<file path="src/rtl/seg_scan_decoder.sv">
// Seven-segment scan decoder: samples a multiplexed 4-digit display bus,
// debounces each strobe/pattern pair and commits decoded hex digits.
module seg_scan_decoder #(
  parameter int STABLE_CNT = 4
) (
  input  logic        clk,
  input  logic        rst,
  input  logic [6:0]  seg_in,
  input  logic [3:0]  dig_sel,
  input  logic        err_clr,
  output logic [15:0] hex_out,
  output logic [3:0]  digit_valid,
  output logic        upd,
  output logic        err
);

  typedef enum logic [1:0] {
    IDLE,
    TRACK,
    HOLD
  } state_t;

  state_t      st, st_nx;
  logic [10:0] smp, prv;
  logic [3:0]  cnt, cnt_nx;
  logic [3:0]  sel;
  logic [6:0]  pat;
  logic        one_hot, multi, same;
  logic        commit;
  logic        blank, dec_ok;
  logic [3:0]  dec_val;
  logic        err_set;

  assign sel     = smp[10:7];
  assign pat     = smp[6:0];
  assign multi   = |(sel & (sel - 4'd1));
  assign one_hot = (sel != 4'd0) && !multi;
  assign same    = (smp == prv);
  assign blank   = (pat == 7'b0000000);

  always_comb begin
    dec_ok  = 1'b1;
    dec_val = 4'h0;
    case (pat)
      7'b1111110: dec_val = 4'h0;
      7'b0110000: dec_val = 4'h1;
      7'b1101101: dec_val = 4'h2;
      7'b1111001: dec_val = 4'h3;
      7'b0110011: dec_val = 4'h4;
      7'b1011011: dec_val = 4'h5;
      7'b1011111: dec_val = 4'h6;
      7'b1110000: dec_val = 4'h7;
      7'b1111111: dec_val = 4'h8;
      7'b1110011: dec_val = 4'h9;
      7'b1110111: dec_val = 4'hA;
      7'b0011111: dec_val = 4'hB;
      7'b0001101: dec_val = 4'hC;
      7'b0111101: dec_val = 4'hD;
      7'b1101111: dec_val = 4'hE;
      7'b1000111: dec_val = 4'hF;
      default:    dec_ok  = 1'b0;
    endcase
  end

  always_comb begin
    st_nx  = st;
    cnt_nx = cnt;
    commit = 1'b0;
    unique case (st)
      IDLE: begin
        if (one_hot) begin
          cnt_nx = 4'd1;
          st_nx  = TRACK;
        end
      end
      TRACK: begin
        if (same) begin
          cnt_nx = cnt + 4'd1;
          if (cnt_nx == 4'(STABLE_CNT)) begin
            commit = 1'b1;
            st_nx  = HOLD;
          end
        end else if (one_hot) begin
          cnt_nx = 4'd1;
        end else begin
          cnt_nx = 4'd0;
          st_nx  = IDLE;
        end
      end
      HOLD: begin
        if (!same) begin
          if (one_hot) begin
            cnt_nx = 4'd1;
            st_nx  = TRACK;
          end else begin
            cnt_nx = 4'd0;
            st_nx  = IDLE;
          end
        end
      end
      default: begin
        cnt_nx = 4'd0;
        st_nx  = IDLE;
      end
    endcase
  end

  // An illegal pattern still parks in HOLD so it is flagged only once
  assign err_set = multi || (commit && !blank && !dec_ok);

  always_ff @(posedge clk) begin
    if (rst) begin
      st          <= IDLE;
      cnt         <= 4'd0;
      smp         <= 11'd0;
      prv         <= 11'd0;
      hex_out     <= 16'h0000;
      digit_valid <= 4'b0000;
      upd         <= 1'b0;
      err         <= 1'b0;
    end else begin
      st  <= st_nx;
      cnt <= cnt_nx;
      smp <= {dig_sel, seg_in};
      prv <= smp;
      upd <= commit && (blank || dec_ok);
      if (err_set)
        err <= 1'b1;
      else if (err_clr)
        err <= 1'b0;
      for (int i = 0; i < 4; i++) begin
        if (commit && sel[i]) begin
          if (blank) begin
            digit_valid[i] <= 1'b0;
          end else if (dec_ok) begin
            hex_out[4*i +: 4] <= dec_val;
            digit_valid[i]    <= 1'b1;
          end
        end
      end
    end
  end

endmodule

</file>
<file path="config.mk">
export PLATFORM = sky130hd
export DESIGN_NAME = seg_scan_decoder
export DESIGN_NICKNAME = d
export VERILOG_FILES = /design/src/rtl/seg_scan_decoder.sv
export SDC_FILE = /design/constraint.sdc
export NUM_CORES = 1
export LEC_CHECK = 0
export CORE_AREA = 4 4 90 84
export CTS_CLUSTER_SIZE = 20
export DETAILED_ROUTE_END_ITERATION = 8
export DIE_AREA = 0 0 94 88
export PLACE_DENSITY = 0.58
export SYNTH_ARGS = -nofsm -noshare
export SYNTH_HDL_FRONTEND = slang
export SYNTH_SLANG_ARGS = --single-unit
</file>
<file path="constraint.sdc">
create_clock -name clk -period 2 [get_ports clk]
set_clock_uncertainty 0.15 [all_clocks]
set_input_delay 0.4 -clock clk [delete_from_list [all_inputs] [get_ports clk]]
set_output_delay 0.4 -clock clk [all_outputs]
set_load 0.05 [all_outputs]
</file>
-- Word level (Yosys, flattened, before mapping)
Index checks and enable logic that the tools add are counted.
- register bits: 50
- output and inout port bits: 22
- memories: 0
- word-level logic and storage cells: 93
- latch bits: 0
- memory bits (read-only): 0
- RAM bits: 0
- bits of input ports: 14
- muxes and demuxes: 21
- shifts and indexed selects: 0
- bitwise operators: 2
- div/mod/pow operators: 0
- eq/ne operators: 24
- order comparisons: 0
- multiply operators: 0
- reductions and logical operators: 30
- add/subtract/negate cells: 2
- operators with widths (kind ; number):
    7-bit equality test, second input constant ; 11
    4-bit one-hot mux with 15 select lines ; 1
    7-bit by 6-bit equality test with 1-bit output, second input constant ; 3
    16-bit OR reduction ; 1
    4-bit two-way mux ; 3
    4-bit one-hot mux with 3 select lines ; 1
    3-bit AND reduction ; 4
    11-bit equality test ; 1
    1-bit two-way mux ; 10
    2-bit two-way mux ; 5
    2-bit AND reduction ; 5
    1-bit logical AND ; 8
    7-bit by 4-bit equality test with 1-bit output, second input constant ; 1
    7-bit by 5-bit equality test with 1-bit output, second input constant ; 1
    7-bit zero test ; 1
    3-bit inequality test, second input constant ; 2
    2-bit one-hot mux with 3 select lines ; 1
    4-bit by 1-bit adder with 4-bit output, second input constant ; 1
    4-bit AND ; 1
    4-bit by 3-bit equality test with 1-bit output, second input constant ; 1
    2-bit inequality test, second input constant ; 2
    4-bit AND reduction ; 1
    2-bit nonzero test ; 2
    4-bit nonzero test ; 1
    other kinds (8) ; 11

-- Logic depth before layout (Yosys ltp)
Gate-level depths: netlist (run 1).
- depth after elaboration: 9
- depth in mapped cells: 9
- depth with buffers taken out: 6

-- Worst setup path before layout (run 1)
OpenSTA, ideal clock, no wires.
- path type: reg2reg
- start: register smp[3]
- end: register hex_out[11]
- setup time: 0.132 ns
- data required time: 1.718 ns
- slack: 0.123 ns
- cell stages (with the launch flop): 9
- buffers on the path: 2
- clock period less this slack: 1.877 ns
- arrival: 1.595 ns
- cell sequence: dfxtp_1 buf_2 or3b_1 nor4_2 nor3_2 o311a_4 buf_6 o21ai_2 a21oi_1
- word-level cells in the longest chain between the ends: 5
- elaborated cells between the ends (all ways): 26
- classes of those cells: eq/ne (17); mux (4); bitwise (1); reduce/logical (4)
- ends and longest elaborated chain (item ; line ; text):
    start: declaration ; 24 ; logic [10:0] smp, prv;
    start signal: assignment ; 124 ; smp <= {dig_sel, seg_in};
    branches (longest 5 deep; another with 16-bit OR reduction) ; -- ;
    end signal: indexed assignment ; 136 ; hex_out[4*i +: 4] <= dec_val;
    end: declaration ; 11 ; output logic [15:0] hex_out,
Parallel ways; which one is timed is not known.
A chain may end at the register's enable or synchronous reset.

-- Worst setup path after layout (run 1)
- start: register smp[2]
- end: register hex_out[4]
Same word-level chain as after synthesis.

==> results of run 1 <==
-- repair_timing --
item / in CTS / in global routing
pin swaps: 7 / 20
resized for setup: 25 / 38
setup endpoints to repair: 27 / 27
hold endpoints to repair: 0 / 0
buffers inserted: 4 / 5
hold buffers: 0 / 0
cloned: 1 / 0
-- final cells by class --
class | count | area, um2 | share of cell area, %
Multi-Input combinational cell | 213 | 1620 | 45.1
Sequential cell | 50 | 1020 | 28.5
Clock inverter | 3 | 28.8 | 0.801
Tap cell | 90 | 113 | 3.14
Clock buffer | 5 | 68.8 | 1.92
Inverter | 1 | 3.75 | 0.105
Timing Repair Buffer | 83 | 736 | 20.5
-- per-stage QoR --
step           cells  utilization (%)  TNS [ps]
2_1_floorplan    290                -         0
3_3_place_gp     427             48.5      -650
3_5_place_dp     427             48.5      -828
4_1_cts          440             52.4         0
5_1_grt          445             55.1      -703
6_report         445             55.1         0
-- layer usage --
metal / global-route usage (%) / vias to the layer above / share of wire (%)
met2: 25.9 / 49 / 45
li1: - / 1158 / -
met1: 23.5 / 1081 / 49
met4: 5.38 / 0 / 1.4
met5: 0 / - / 0
met3: 3.78 / 9 / 4.6
-- cells in the mapped netlist, types with 2 or more instances --
| master | number | area share, % |
|---|---|---|
| nor3b_1 | 2 | 0.58 |
| a22o_1 | 2 | 0.68 |
| nor2b_1 | 27 | 6.6 |
| or3_1 | 2 | 0.49 |
| dfxtp_1 | 50 | 39 |
| o21ai_2 | 3 | 1.0 |
| o211a_1 | 3 | 1.2 |
| buf_6 | 6 | 2.6 |
| nand3_1 | 20 | 3.9 |
| nor2_1 | 10 | 1.5 |
| nor4b_1 | 4 | 1.4 |
| xor2_1 | 3 | 1.0 |
| nand4_1 | 5 | 1.2 |
| buf_2 | 14 | 2.7 |
| nand2b_1 | 3 | 0.73 |
| nand2_1 | 24 | 3.5 |
| a21oi_1 | 21 | 4.1 |
| or3b_1 | 3 | 1.0 |
| a31oi_1 | 2 | 0.49 |
| maj3_1 | 2 | 0.78 |
| clkbuf_1 | 7 | 1.0 |
| a211oi_1 | 2 | 0.58 |
| mux2i_1 | 8 | 3.1 |
| and3_1 | 5 | 1.2 |
| xnor2_1 | 13 | 4.4 |
| o21ai_1 | 4 | 0.78 |
| o21ai_0 | 15 | 2.9 |
-- state kept, by name, summed over array words and instances (netlist names) --
register	count
digit_valid	4
err	1
st	2
hex_out	16
upd	1
cnt	4
prv	11
smp	11
-- power breakdown --
| part | total, uW | switching [uW] | internal [uW] |
|---|---|---|---|
| logic | 358 | 182 | 176 |
| clock network | 637 | 377 | 260 |
| registers | 1060 | 35.9 | 1030 |
-- cell families after synthesis --
kind of cell | Yosys count | share of synthesized area [%]
DFF | 50 | 38.9
buffers and inverters | 28 | 6.51
and+or+nand+nor | 118 | 26.3
AOI/OAI and AO/OA | 66 | 18.1
adders and majority gates | 3 | 1.26
muxes | 9 | 3.55
xor gates and xnor gates | 16 | 5.44
-- how the worst max path moves through the flow --
| stage | start | endpoint | slack [ps] | depth (start not counted) |
|---|---|---|---|---|
| 2_1_floorplan | smp[3] | hex_out[11] | 120 | 8 |
| 3_3_place_gp | smp[2] | hex_out[0] | -100 | 7 |
| 3_5_place_dp | smp[3] | hex_out[0] | -120 | 6 |
| 4_1_cts | smp[6] | hex_out[4] | 2 | 8 |
| 5_1_grt | smp[2] | hex_out[5] | -70 | 8 |
| 6_report | smp[2] | hex_out[4] | 20 | 6 |
-- worst register-to-register path: cells and delay by family, from the launching register on --
family / cells / cell delay [ps]
AOI/OAI and AO/OA: 2 / 350
muxes: 1 / 200
DFF: 1 / 390
and+or+nand+nor: 3 / 840
==> flow_metrics.py, run 1 <==
metrics = {
    "die": {
        "die_w_um": 94,
        "die_h_um": 88,
        "ios": 36,
        "start_util_pct": 39.5,
        "die-area_um2": 8270,
        "num_rows": 28,
        "fp.coreArea_um2": 6520,
    },
    "placement": {
        "post-place-ws_ps": -119,
        "gp_congestion": 0.888,
        "placedInstanceArea_um2": 3160,
        "hpwl_mm": 4.46,
        "io_buffers": 35,
    },
    "drt": {
        "avgViaCountPerCell": 5.16,
        "num_vias": 2297,
        "ant_nets": 0,
        "drtIter0Drc": 100,
        "routedWlPerCell_um": 14.5,
        "dr.pass1.iters": 4,
        "drc_errors": 0,
        "drt-total-wl_mm": 6.46,
    },
    "sta": {
        "fmax_ghz": 0.504,
        "finalWorstSetupSlack_ps": 16.6,
        "finalHoldViolations": 0,
        "rsz0062_at_grt": "yes",
        "maxSlewViolCount": 0,
        "tightest_slew_ps": 412,
        "min_period_over_period_pct": 99.2,
        "finalSetupViolCount": 0,
        "slew_headroom_pct": 72.5,
        "whs_ps": 316,
        "layout_min_cycle_time_ps": 1980,
    },
    "final_layout": {
        "fin_area_um2": 3590,
        "antenna_cells": 0,
        "fillerInstances": 631,
        "final_cell_mix": "buf_4, dfxtp_1, nor2b_1",
        "final_common_cell": "buf_4",
        "finalNetCount": 369,
        "drive_gt1_share_pct": 36.3,
        "areaGrowthSynthToFinish_pct": 39.4,
    },
    "synthesis": {
        "async_reset_ff_share_pct": 0,
        "synthesis.instances": 290,
        "synth-seq-area-share_pct": 38.9,
        "yosys_register_bits": 50,
        "ys_types": 57,
        "ys_warn_count": 0,
        "syn_area_per_cell_um2": 8.88,
        "syn_area_um2": 2580,
        "synth_edf_count": 0,
        "synth_fp_nets": 305,
        "synth_flop_cell": "dfxtp_1",
    },
    "worst_setup_path": {
        "worstPathArrival_ps": 2070,
        "ff2ff_path_depth": 6,
        "end_kind": "register",
        "r2r-end": "hex_out[4]",
        "ff2ff_setup_slack_ps": 20,
        "cpPeakStageDelay_ps": 430,
        "crit_buf_inv": 0,
        "worstPathMaxFanout": 7,
        "start_kind": "register",
        "required_ps": 2090,
        "rr_startpoint": "smp[2]",
        "crit_family": "simple AND/OR/NAND/NOR gates",
        "crit_chain": "or3b_4, nor4_4, nor3_4, o311a_4, a21oi_4, mux2i_1",
        "slowest_stage": "or3b_4",
        "worst-setup-path-type": "register to register",
    },
    "cts": {
        "clk_pin_slew_ps": 100,
        "root_buffer": "clkbuf_8",
        "clockBufferDepth": 2,
        "clk-insertion-delay-late_ps": 310,
        "htree_levels": 2,
        "cts_buffers": 5,
        "clkSinkCount": 50,
        "cts_tree": "yes",
    },
    "min_path": {
        "min-delay-start": "hex_out[13]",
        "hold_class": "register to register",
        "whs_path_depth": 2,
        "min_to": "hex_out[13]",
    },
    "pwr": {
        "p_leak_uw": 0.00143,
        "p_total_uw": 2060,
        "powerDensity_nw_per_um2": 573,
        "ir_drop_uv": 373,
    },
    "global_route": {
        "grt_max_degree": 26,
        "grt_usage_pct": 16.8,
        "grt_pass1_vias": 2267,
        "grt.overflow.total": 0,
        "grt_pass1_wl_mm": 11.1,
        "antenna_found_initial": 0,
    },
    "status": {
        "outcome": "complete, no violations",
    },
    "flow_run": {
        "cap_viol_max_count": 0,
    },
}
Note: power is estimated with default switching activity, not from simulation.
==> run 2, diff against run 1 <==
CORE_AREA = 2 2 88 82   (was 4 4 90 84)
DIE_AREA = 0 0 90 84   (was 0 0 94 88)
==> run 2 against run 1 <==
Core utilization is 1.5 points lower. Hold slack better by 1.0 ps. Non-clock buffer count is 3 higher. Final cell count is 1.3% higher. Count of clock-buffer cells in the layout stayed put. Critical endpoint unchanged. Highest routed layer unchanged.
==> flow_metrics.py, run 2 (synthesized netlist as in run 1, its figures left out) <==
metrics = {
    "sta": {
        "rsz0062_at_grt": "yes",
        "finalHoldViolations": 0,
        "finalSetupViolCount": 0,
        "layout_min_cycle_time_ps": 1990,
        "slew_headroom_pct": 67.8,
        "maxSlewViolCount": 0,
        "whs_ps": 317,
        "fmax_ghz": 0.502,
        "tightest_slew_ps": 483,
        "finalWorstSetupSlack_ps": 6.03,
        "min_period_over_period_pct": 99.7,
    },
    "cts": {
        "root_buffer": "clkbuf_8",
        "cts_buffers": 5,
        "clockBufferDepth": 2,
        "cts_tree": "yes",
        "clk_pin_slew_ps": 100,
        "clk-insertion-delay-late_ps": 310,
        "htree_levels": 2,
        "clkSinkCount": 50,
    },
    "drt": {
        "drt-total-wl_mm": 6.82,
        "avgViaCountPerCell": 5.21,
        "num_vias": 2351,
        "routedWlPerCell_um": 15.1,
        "drtIter0Drc": 172,
        "drc_errors": 0,
        "dr.pass1.iters": 4,
        "ant_nets": 0,
    },
    "worst_setup_path": {
        "crit_family": "compound AO/OA/AOI/OAI gates",
        "ff2ff_path_depth": 7,
        "slowest_stage": "dfxtp_4",
        "end_kind": "register",
        "rr_startpoint": "smp[3]",
        "worstPathMaxFanout": 7,
        "cp-startpoint": "smp[3]",
        "crit_chain": "buf_4, nor2_2, nand2_1, a211o_1, o311a_4, a21oi_4, mux2i_1",
        "worstPathArrival_ps": 2080,
        "worst-setup-path-type": "register to register",
        "cp.depth": 7,
        "cpPeakStageDelay_ps": 380,
        "crit_buf_inv": 1,
        "start_kind": "register",
        "required_ps": 2090,
    },
    "final_layout": {
        "final_common_cell": "buf_4",
        "largest_reg_flops": 16,
        "largestRegisters": "hex_out x16, prv x11, smp x11",
        "final_cells": 451,
        "final_cell_mix": "buf_4, dfxtp_1, nor2b_1",
        "top_register": "hex_out",
        "finalNetCount": 372,
        "antenna_cells": 0,
        "fin_area_um2": 3620,
        "drive_gt1_share_pct": 37.7,
        "areaGrowthSynthToFinish_pct": 40.6,
    },
    "pwr": {
        "sw_frac_of_total_pct": 26.8,
        "clkPwrFrac_pct": 34.1,
        "pwr-share-seq_pct": 49.6,
        "powerDensity_nw_per_um2": 594,
        "p_leak_uw": 0.00142,
        "ir_drop_uv": 361,
        "power.switching_uw": 577,
        "combPwrFrac_pct": 16.3,
        "internal-power_uw": 1570,
    },
    "global_route": {
        "grt_max_degree": 18,
        "grt_pass1_wl_mm": 10.4,
        "antenna_found_initial": 0,
        "grt_usage_pct": 16.8,
        "grt.overflow.total": 0,
        "grt_pass1_vias": 2157,
    },
    "min_path": {
        "hold_class": "register to register",
        "whs_path_depth": 2,
        "min-delay-start": "hex_out[9]",
    },
    "die": {
        "fp.coreArea_um2": 6750,
        "die-area_um2": 7560,
        "start_util_pct": 38.2,
        "num_rows": 29,
        "die_w_um": 90,
        "ios": 36,
        "die_h_um": 84,
    },
    "placement": {
        "gp_congestion": 0.874,
        "hpwl_mm": 4.59,
        "post-place-ws_ps": -93.2,
        "io_buffers": 35,
        "dp_cells": 432,
        "placedInstanceArea_um2": 3170,
    },
    "flow_run": {
        "cap_viol_max_count": 0,
    },
    "status": {
        "outcome": "complete, no violations",
    },
}
==> run 2: cell types whose count changed in the layout (fill, tap and decap cells not counted), sizes merged <==
cell / change
buf: +2
bufinv: +1
clkbuf: +1
clkinv: -1
==> run 2: cell type report <==
cell class	count	area [um2]
clock buffers	5	68.8
clock inverters	3	43.8
fillers	663	3130
inverters	1	3.75
multi-input cells	213	1620
flip-flops and latches	50	1030
well taps	93	116
repair buffers	86	739
==> run 2: routing by layer <==
| layer | track usage (%) | share of wire [%] |
|---|---|---|
| met1 | 22.6 | 46 |
| met2 | 26.9 | 47 |
| met3 | 3.52 | 5.2 |
| met4 | 5.73 | 1.0 |
| met5 | 0 | 0 |
==> run 2: metrics by stage <==
stage | total power (uW) | utilization, % | setup TNS [ps]
after CTS | 2130 | 49.0 | -5.13
after global placement | 1400 | 47.0 | -1070
after detailed placement | 1400 | 47.0 | -819
after floorplan | 1280 | - | 0
after global routing | 2250 | 53.7 | -611
final | 2150 | 53.7 | 0
==> run 2: path summary, 6_finish.rpt <==
path / slack [ps] / endpoint
worst max register to register: 6 / hex_out[4]
worst max-delay path: 6 / hex_out[4]
worst min-delay path: 320 / hex_out[9]
worst min register to register: 320 / hex_out[9]
==> run 2: tightest hold or removal path, delay by kind of cell, from the launching register on <==
family / cells / cell delay, ps
DFF: 1 / 320
and+or+nand+nor: 1 / 50
AOI/OAI and AO/OA: 1 / 60
==> run 2: what timing repair did <==
action / CTS / global route
hold buffers: 0 / 0
gates cloned: 0 / 1
setup endpoints to repair: 23 / 24
pin swaps: 1 / 17
setup buffers: 0 / 10
gates resized for setup: 9 / 58
endpoints found under the hold margin: 0 / 0
==> run 2: power groups by stage <==
| stage | clock (uW) | combinational, uW | sequential [uW] |
|---|---|---|---|
| after floorplan | 0 | 180 | 1100 |
| after global placement | 0 | 306 | 1090 |
| after detailed placement | 0 | 306 | 1090 |
| after CTS | 751 | 308 | 1070 |
| after global routing | 798 | 380 | 1070 |
| final | 733 | 352 | 1070 |
